**config.mk**
```make
export PLATFORM = sky130hd
export DESIGN_NAME = prog_loader
export DESIGN_NICKNAME = d
export VERILOG_FILES = /design/src/rtl/prog_loader.sv
export SDC_FILE = /design/constraint.sdc
export NUM_CORES = 1
export LEC_CHECK = 0
export BUFFER_PORTS_ARGS = -buffer_cell sky130_fd_sc_hd__buf_2
export CORE_UTILIZATION = 59
export DETAILED_ROUTE_END_ITERATION = 8
export PLACE_DENSITY_LB_ADDON = 0.12
export SYNTH_ARGS = -nofsm -noshare
export SYNTH_HDL_FRONTEND = slang
export SYNTH_SLANG_ARGS = --single-unit
export TNS_END_PERCENT = 20
```
**constraint.sdc**
```tcl
create_clock -name clk -period 2.7 [get_ports clk]
set_input_delay 0.54 -clock clk [delete_from_list [all_inputs] [get_ports clk]]
set_output_delay 0.54 -clock clk [all_outputs]
set_load 0.02 [all_outputs]
```
**src/rtl/prog_loader.sv**
```systemverilog
// prog_loader: writer side of the instruction-ROM path. Takes a framed byte
// stream (0xA5, LEN, ADDR, LEN data bytes, CHK) over valid/ready and writes
// the data bytes into program memory. The CPU is held in reset while a frame
// loads and is released only after the frame checksum verifies.
//
// state | meaning
// ------+-------------------------------------------------------------------
// HUNT  | idle; waiting for the 0xA5 header, any other byte is dropped
// LEN   | next beat is the data length (0 means 256 bytes)
// ADDR  | next beat is the start address (low ADDR_W bits kept)
// DATA  | data beats; each one is written to memory on the following cycle
// CHK   | next beat is the checksum byte
// HOLD  | checksum good; cpu_rst_n kept low for HOLD_CYC more cycles
module prog_loader #(
  parameter int ADDR_W   = 8,
  parameter int HOLD_CYC = 4,
  parameter int TIMEOUT  = 1023
) (
  input  logic              clk,
  input  logic              rst,
  input  logic [7:0]        in_data,
  input  logic              in_valid,
  output logic              in_ready,
  output logic              mem_we,
  output logic [ADDR_W-1:0] mem_addr,
  output logic [7:0]        mem_wdata,
  output logic              cpu_rst_n,
  output logic              busy,
  output logic              load_ok,
  output logic              load_err
);

  // Down-counters hold "remaining cycles minus one", so the widths only need
  // to cover TIMEOUT-1 and HOLD_CYC-1.
  localparam int IDLE_W = (TIMEOUT  > 1) ? $clog2(TIMEOUT)  : 1;
  localparam int HOLD_W = (HOLD_CYC > 1) ? $clog2(HOLD_CYC) : 1;
  localparam logic [IDLE_W-1:0] IDLE_LOAD = IDLE_W'(TIMEOUT - 1);
  localparam logic [HOLD_W-1:0] HOLD_LOAD = HOLD_W'(HOLD_CYC - 1);
  localparam logic [7:0]        HDR_BYTE  = 8'hA5;

  typedef enum logic [2:0] {
    S_HUNT = 3'd0,
    S_LEN  = 3'd1,
    S_ADDR = 3'd2,
    S_DATA = 3'd3,
    S_CHK  = 3'd4,
    S_HOLD = 3'd5
  } state_t;

  state_t            state;
  state_t            state_nxt;
  logic [IDLE_W-1:0] idle_cnt;
  logic [HOLD_W-1:0] hold_cnt;
  logic [8:0]        byte_cnt;
  logic [ADDR_W-1:0] ptr;
  logic [7:0]        sum;

  logic              beat;
  logic              framed;
  logic              idle_expired;
  logic              hdr_seen;
  logic              last_data;
  logic [7:0]        chk_sum;
  logic              chk_good;
  logic              hold_done;
  logic              ok_nxt;
  logic              err_nxt;

  assign beat      = in_valid & in_ready;
  assign framed    = (state == S_LEN) || (state == S_ADDR) ||
                     (state == S_DATA) || (state == S_CHK);
  // The idle limit is reached only on a cycle without a beat, so a beat that
  // lands exactly on the limit still counts.
  assign idle_expired = framed && !beat && (idle_cnt == '0);
  assign hdr_seen  = (state == S_HUNT) && beat && (in_data == HDR_BYTE);
  assign last_data = (byte_cnt == 9'd1);
  assign chk_sum   = sum + in_data;
  assign chk_good  = (chk_sum == 8'h00);
  assign hold_done = (state == S_HOLD) && (hold_cnt == '0);

  // State register
  always_ff @(posedge clk or negedge rst) begin
    if (!rst) begin
      state <= S_HUNT;
    end else begin
      state <= state_nxt;
    end
  end

  // Next-state decode
  always_comb begin
    state_nxt = state;
    case (state)
      S_HUNT: begin
        if (hdr_seen) state_nxt = S_LEN;
      end
      S_LEN: begin
        if (beat)              state_nxt = S_ADDR;
        else if (idle_expired) state_nxt = S_HUNT;
      end
      S_ADDR: begin
        if (beat)              state_nxt = S_DATA;
        else if (idle_expired) state_nxt = S_HUNT;
      end
      S_DATA: begin
        if (beat && last_data) state_nxt = S_CHK;
        else if (idle_expired) state_nxt = S_HUNT;
      end
      S_CHK: begin
        if (beat)              state_nxt = chk_good ? S_HOLD : S_HUNT;
        else if (idle_expired) state_nxt = S_HUNT;
      end
      S_HOLD: begin
        if (hold_done) state_nxt = S_HUNT;
      end
      default: state_nxt = S_HUNT;
    endcase
  end

  // Output decode: handshake, busy flag and next values of the status pulses
  always_comb begin
    in_ready = (state != S_HOLD);
    busy     = (state != S_HUNT);
    ok_nxt   = hold_done;
    err_nxt  = idle_expired || ((state == S_CHK) && beat && !chk_good);
  end

  // Inter-beat idle timer, reloaded on every accepted beat
  always_ff @(posedge clk or negedge rst) begin
    if (!rst) begin
      idle_cnt <= IDLE_LOAD;
    end else if (beat) begin
      idle_cnt <= IDLE_LOAD;
    end else if (idle_cnt != '0) begin
      idle_cnt <= idle_cnt - 1'b1;
    end
  end

  // Post-checksum hold timer, armed by the checksum beat
  always_ff @(posedge clk or negedge rst) begin
    if (!rst) begin
      hold_cnt <= HOLD_LOAD;
    end else if ((state == S_CHK) && beat) begin
      hold_cnt <= HOLD_LOAD;
    end else if ((state == S_HOLD) && (hold_cnt != '0)) begin
      hold_cnt <= hold_cnt - 1'b1;
    end
  end

  // Frame bookkeeping: remaining byte count, write pointer, running sum
  always_ff @(posedge clk or negedge rst) begin
    if (!rst) begin
      byte_cnt <= '0;
      ptr      <= '0;
      sum      <= '0;
    end else if (beat) begin
      case (state)
        S_LEN: begin
          byte_cnt <= (in_data == 8'h00) ? 9'd256 : {1'b0, in_data};
          sum      <= '0;
        end
        S_ADDR: begin
          ptr <= in_data[ADDR_W-1:0];
        end
        S_DATA: begin
          byte_cnt <= byte_cnt - 9'd1;
          ptr      <= ptr + ADDR_W'(1);
          sum      <= chk_sum;
        end
        default: ;
      endcase
    end
  end

  // Registered memory write port: one strobe per accepted data beat
  always_ff @(posedge clk or negedge rst) begin
    if (!rst) begin
      mem_we    <= 1'b0;
      mem_addr  <= '0;
      mem_wdata <= '0;
    end else begin
      mem_we <= (state == S_DATA) && beat;
      if ((state == S_DATA) && beat) begin
        mem_addr  <= ptr;
        mem_wdata <= in_data;
      end
    end
  end

  // CPU reset: pulled low when a header is taken, released after the hold
  always_ff @(posedge clk or negedge rst) begin
    if (!rst) begin
      cpu_rst_n <= 1'b0;
    end else if (hdr_seen) begin
      cpu_rst_n <= 1'b0;
    end else if (ok_nxt) begin
      cpu_rst_n <= 1'b1;
    end
  end

  // Status pulses, one cycle each
  always_ff @(posedge clk or negedge rst) begin
    if (!rst) begin
      load_ok  <= 1'b0;
      load_err <= 1'b0;
    end else begin
      load_ok  <= ok_nxt;
      load_err <= err_nxt;
    end
  end

endmodule

```
==> results of run 1 <==
-- placed cells by master (no fill, tap or decap), drive strengths merged, types with 2 or more instances in the layout --
cell type / synthesis / layout
xor2: 5 / 5
ha: 13 / 13
o22ai: 4 / 4
nand2b: 3 / 3
nor2b: 6 / 6
nand3b: 2 / 2
xnor2: 6 / 6
o21ai: 25 / 25
nand4: 3 / 3
inv: 11 / 11
a21o: 2 / 2
o31ai: 2 / 2
a31oi: 6 / 6
and3: 4 / 4
buf: 5 / 43
nand2: 74 / 74
o21a: 2 / 2
nor4: 7 / 7
nor3: 10 / 10
nand3: 12 / 12
a211oi: 2 / 2
and2: 3 / 3
or3: 2 / 2
nor2: 42 / 42
clkbuf: 9 / 11
clkinv: 0 / 4
a21oi: 26 / 26
dfrtp: 49 / 49
a22oi: 2 / 2
dfstp: 11 / 11
o22a: 3 / 3
a22o: 7 / 7
-- worst paths after layout --
check	from	end	slack [ns]	cells after the start
setup / recovery	sum[0]$_DFFE_PN0P_	load_err$_DFF_PN0_	0.19	8
hold / removal	rst	byte_cnt[6]$_DFFE_PN0P_	0.21	1
setup reg to reg	sum[0]$_DFFE_PN0P_	load_err$_DFF_PN0_	0.19	8
hold reg to reg	mem_addr[6]$_DFFE_PN0P_	mem_addr[6]$_DFFE_PN0P_	0.47	2
max in group asynchronous	rst	idle_cnt[3]$_DFFE_PN1P_	1.84	2
min in group clk	mem_addr[6]$_DFFE_PN0P_	mem_addr[6]$_DFFE_PN0P_	0.47	2
-- cell families after synthesis --
kind of cell / synth area share, %
AOI/OAI and AO/OA: 16.8
xor gates and xnor gates: 2.97
buffers and inverters: 3.05
DFF: 46.8
adders and majority gates: 5.64
muxes: 0.309
and+or+nand+nor: 24.4
-- critical path: cells and delay by family, from the launching register on --
| kind | cells | cell delay (ns) |
|---|---|---|
| flip-flops | 1 | 0.38 |
| adder cells (fa/ha/maj) | 2 | 0.61 |
| AO/OA/AOI/OAI | 2 | 0.42 |
| XOR/XNOR | 1 | 0.17 |
| AND/OR/NAND/NOR | 3 | 0.81 |
-- state kept, by name, indices dropped and copies added (netlist names) --
| signal | flops |
|---|---|
| mem_addr | 8 |
| sum | 8 |
| byte_cnt | 9 |
| hold_cnt | 2 |
| state | 3 |
| mem_wdata | 8 |
| ptr | 8 |
| mem_we | 1 |
| idle_cnt | 10 |
| load_ok | 1 |
| load_err | 1 |
| cpu_rst_n | 1 |
-- through the flow --
| stage | hold WS [ns] | total power [mW] | cells |
|---|---|---|---|
| 6_report | 0.212 | 3.99 | 486 |
| 5_1_grt | 0.268 | 4.28 | 486 |
| 4_1_cts | 0.233 | 3.98 | 486 |
| 3_5_place_dp | 0.457 | 3.16 | 470 |
| 3_3_place_gp | 0.452 | 3.10 | 470 |
| 2_1_floorplan | 0.244 | 2.69 | 371 |
-- layout make-up --
type / instances / area [um2]
inverter: 11 / 41.3
fill: 428 / 1480
tap: 70 / 87.6
clock inverter: 5 / 50.0
timing repair buffer: 43 / 255
multi-input combinational: 286 / 1630
clock buffer: 11 / 151
sequential: 60 / 1520
-- report_power, final --
part	switching [mW]	internal, mW
logic	1.02	0.650
registers	0.251	1.24
clock network	0.356	0.470
total	1.63	2.36
-- layer usage --
metal | GRT usage, % | wire (um) | vias to the layer above | share of wire [%]
li1 | - | - | 1376 | -
met1 | 39.9 | 3430 | 1299 | 47
met2 | 40.9 | 3280 | 81 | 45
met3 | 5.27 | 388 | 12 | 5.4
met4 | 11.5 | 126 | 0 | 1.7
met5 | 0 | 0 | - | 0
==> metrics.txt, run 1 <==
HPWL after DPL=between 5 and 6 mm; gr usage total=between 20% and 30%; Crit. End Element=flop; FF+latch count, synth=60; Yosys top cell by area=dfrtp_1; CTS buffer count=9; Worst-Margin Slew=0.800 ns; Post-CTS Setup Bufs=0; I/O pins=33; core area=between 5000 and 6000 um2; FP Rows=26; Util after Layout=a little under three quarters; Hold WC Path Type=in2async; Top FF cell, synth=dfrtp_1; crit-path max cell delay=between 0.4 and 0.5 ns; most common cell in the netlist=nand2_1; die area=between 5000 and 6000 um2; Hold Fails Final Rpt=0; initial core utilization=between 60 and 70%; commonest cells in the netlist=nand2_1 (74), dfrtp_1 (49), nor2_1 (42); Root Driver=clkbuf_8; CP max-delay cell=or4_4; vias in the first global route=about 2600; cell area power density=roughly 1100 nW/um2; worst path cell trace=ha_1 > fa_1 > a211oi_1 > nor2_1 > xor2_1 > or4_4 > nor3_1 > o21ai_0; Critical Path RT=around 2.9 ns; setup TNS=0 ns; Max VDD drop=just over 0.7 mV; DRC=0; Synth top area share=a little under two fifths; Clock Tree Buf Depth=2; Syn. warnings=0; Fmax=around 0.40 GHz; RSZ-0062 raised after global routing=no; Final #Nets=around 440; period utilization=a little over 90%; Area Overhead vs Synth=15.0%; CTS tree=done; Final Cell Area=between 3000 and 4000 um2; diode count=0; Via density=between 5 and 6; leakage=between 1.5 and 2 nW; H-Tree Depth=3; Synth area leaders=dfrtp_1 (38%), dfstp_2 (8.9%), nand2_1 (8.6%); Mapped Avg Cell Area=8.73 um2; PortBufs=32; Place WS=-0.0504 ns; DR pass1 iterations=5; Clk pin slew, worst setup/hold paths=0.07 ns; outcome=finished, final reports clean; post-synthesis sequential area ratio=46.8%; first-pass GRT wire length=12.5 mm; GP Congestion=a little under 0.9; Post-synth EDFFs=0; Max-cap violations=0; clock skew=just over 0.007 ns; Post-DRT Antenna Nets=0; cell area after synthesis=~3200 um2; initial DRC count=about 230; final WL=slightly above 7 mm; fin. max-slew vios=0; PostCTS Resize Cnt=0; die height=between 70 and 80 um; Setup WS post-layout=about 0.19 ns; dpl cell area=about 3500 um2; GRT overflow=0; post-layout min period=about 2.5 ns; arrival time at the worst endpoint=2.73 ns; Worst-Skew Late Latency=~0.34 ns; CP Launch Type=flop; relative slew slack=46.6%; total number of vias=about 2800; chip width=between 70 and 80 um; CTS Hold Bufs=0; critical path class=reg2reg; post-DR wirelength/cell=14.9 um; layout cells sized above 1=about 18%; Cell variety after synth=48; CP Max Fanout=2; pin count of the biggest net entering global routing=36; syn_nets=slightly below 400; # clock sinks=60; post-synthesis cell count=around 370; antenna violations before repair=0; final setup fails=0; Synth async-reset ratio=100%
No activity file was read; power rests on OpenSTA's default activity.
==> run 2: changes to the inputs <==
MAX_ROUTING_LAYER = met4   (was default)
==> metrics.txt, run 2 (synthesis results as in run 1) <==
outcome=finished, final reports clean; setup TNS=0 ns; fin. max-slew vios=0; internal cell power=2.36 mW; Post-CTS Setup Bufs=0; DRC=0; post-layout min period=2.50 ns; clock skew=between 0.006 and 0.007 ns; PortBufs=32; initial core utilization=62.2%; relative slew slack=roughly 48%; H-Tree Depth=3; FP Rows=26; Area Overhead vs Synth=15.0%; Clock power frac=20.6%; CTS Hold Bufs=0; Max-cap violations=0; GRT overflow=0; gr usage total=between 20% and 30%; Worst-Margin Slew=roughly 0.78 ns; Worst-Skew Late Latency=approximately 0.34 ns; initial DRC count=226; Clk pin slew, worst setup/hold paths=0.07 ns; Clock Tree Buf Depth=2; Place WS=-0.0504 ns; Root Driver=clkbuf_8; GP Congestion=0.886; Max VDD drop=0.700 mV; register with the highest flop count=idle_cnt; core area=about 5200 um2; antenna violations before repair=0; RSZ-0062 raised after global routing=no; Fmax=~0.4 GHz; CTS tree=done; Crit. End Element=flop; leakage=1.77 nW; die area=between 5000 and 6000 um2; total number of vias=around 2800; commonest non-fill, non-tap cell in the layout=nand2_1; die height=~76 um; diode count=0; Setup WS post-layout=about 0.2 ns; Via density=between 5 and 6; period utilization=approximately 90%; biggest regs=idle_cnt: 10 flops, byte_cnt: 9 flops; first-pass GRT wire length=approximately 12 mm; sequential power share=roughly 38%; Post-DRT Antenna Nets=0; layout cells sized above 1=between 15 and 20%; Final #Nets=436; FF-to-FF Start=sum[0]$_DFFE_PN0P_; post-DR wirelength/cell=between 10 and 15 um; I/O pins=33; final WL=a little over 7 mm; sw power=1.62 mW; max reg flops=10; critical path class=reg2reg; Critical Path Start=sum[0]$_DFFE_PN0P_; DR pass1 iterations=5; most frequent cells in the layout=nand2_1 (74), dfrtp_1 (49), nor2_1 (42); chip width=between 70 and 80 um; Hold Fails Final Rpt=0; sw frac=40.7%; vias in the first global route=2642; CP Launch Type=flop; pin count of the biggest net entering global routing=36; Critical Path RT=2.91 ns; arrival time at the worst endpoint=between 2 and 3 ns; Hold WC Path Type=in2async; cell area power density=1070 nW/um2; CTS buffer count=9; CP Max Fanout=2; PostCTS Resize Cnt=0; Final Power=about 4.0 mW; # clock sinks=60; HPWL after DPL=~5.0 mm; power share of the combinational group=about two fifths; final setup fails=0
==> run 2: layout make-up <==
| type | count | area (um2) |
|---|---|---|
| Multi-Input combinational cell | 286 | 1630 |
| Sequential cell | 60 | 1520 |
| Fill cell | 428 | 1480 |
| Timing Repair Buffer | 43 | 255 |
| Clock buffer | 11 | 151 |
| Tap cell | 70 | 87.6 |
| Clock inverter | 5 | 50.0 |
| Inverter | 11 | 41.3 |
==> run 2: power groups by stage <==
stage	Sequential [mW]	Combinational [mW]	Clock, mW
after floorplan	1.60	1.09	0
after CTS	1.49	1.67	0.830
after global placement	1.49	1.61	0
after global routing	1.54	1.87	0.873
final	1.49	1.67	0.822
after detailed placement	1.50	1.66	0
==> run 2: critical path, cell delays in order, from the launching register on <==
cell and delay, ns:
dfrtp_1 0.38, ha_1 0.22, fa_1 0.39, a211oi_1 0.29, nor2_1 0.11, xor2_1 0.17, or4_4 0.44, nor3_1 0.25
o21ai_0 0.13
==> run 2: stage by stage <==
step / hold WS [ns] / instances / instance area (um2) / util, %
after floorplan: 0.244 / 371 / 3240 / -
after global placement: 0.452 / 470 / 3520 / 67.7
after detailed placement: 0.457 / 470 / 3520 / 67.7
after CTS: 0.233 / 486 / 3730 / 71.6
after global routing: 0.268 / 486 / 3730 / 71.6
final: 0.219 / 486 / 3730 / 71.6
==> run 2: final timing paths <==
path	end	slack [ns]	depth (start not counted)
setup reg to reg	load_err$_DFF_PN0_	0.20	8
hold reg to reg	mem_addr[6]$_DFFE_PN0P_	0.47	2
min in group clk	mem_addr[6]$_DFFE_PN0P_	0.47	2
hold / removal	byte_cnt[6]$_DFFE_PN0P_	0.22	1
max in group asynchronous	idle_cnt[3]$_DFFE_PN1P_	1.83	2
setup / recovery	load_err$_DFF_PN0_	0.20	8
==> run 2: per-layer routing <==
layer	GRT usage [%]	share of wire, %
met1	39.9	48
met5	-	0
met3	5.27	4.7
met4	11.5	1.8
met2	40.9	45
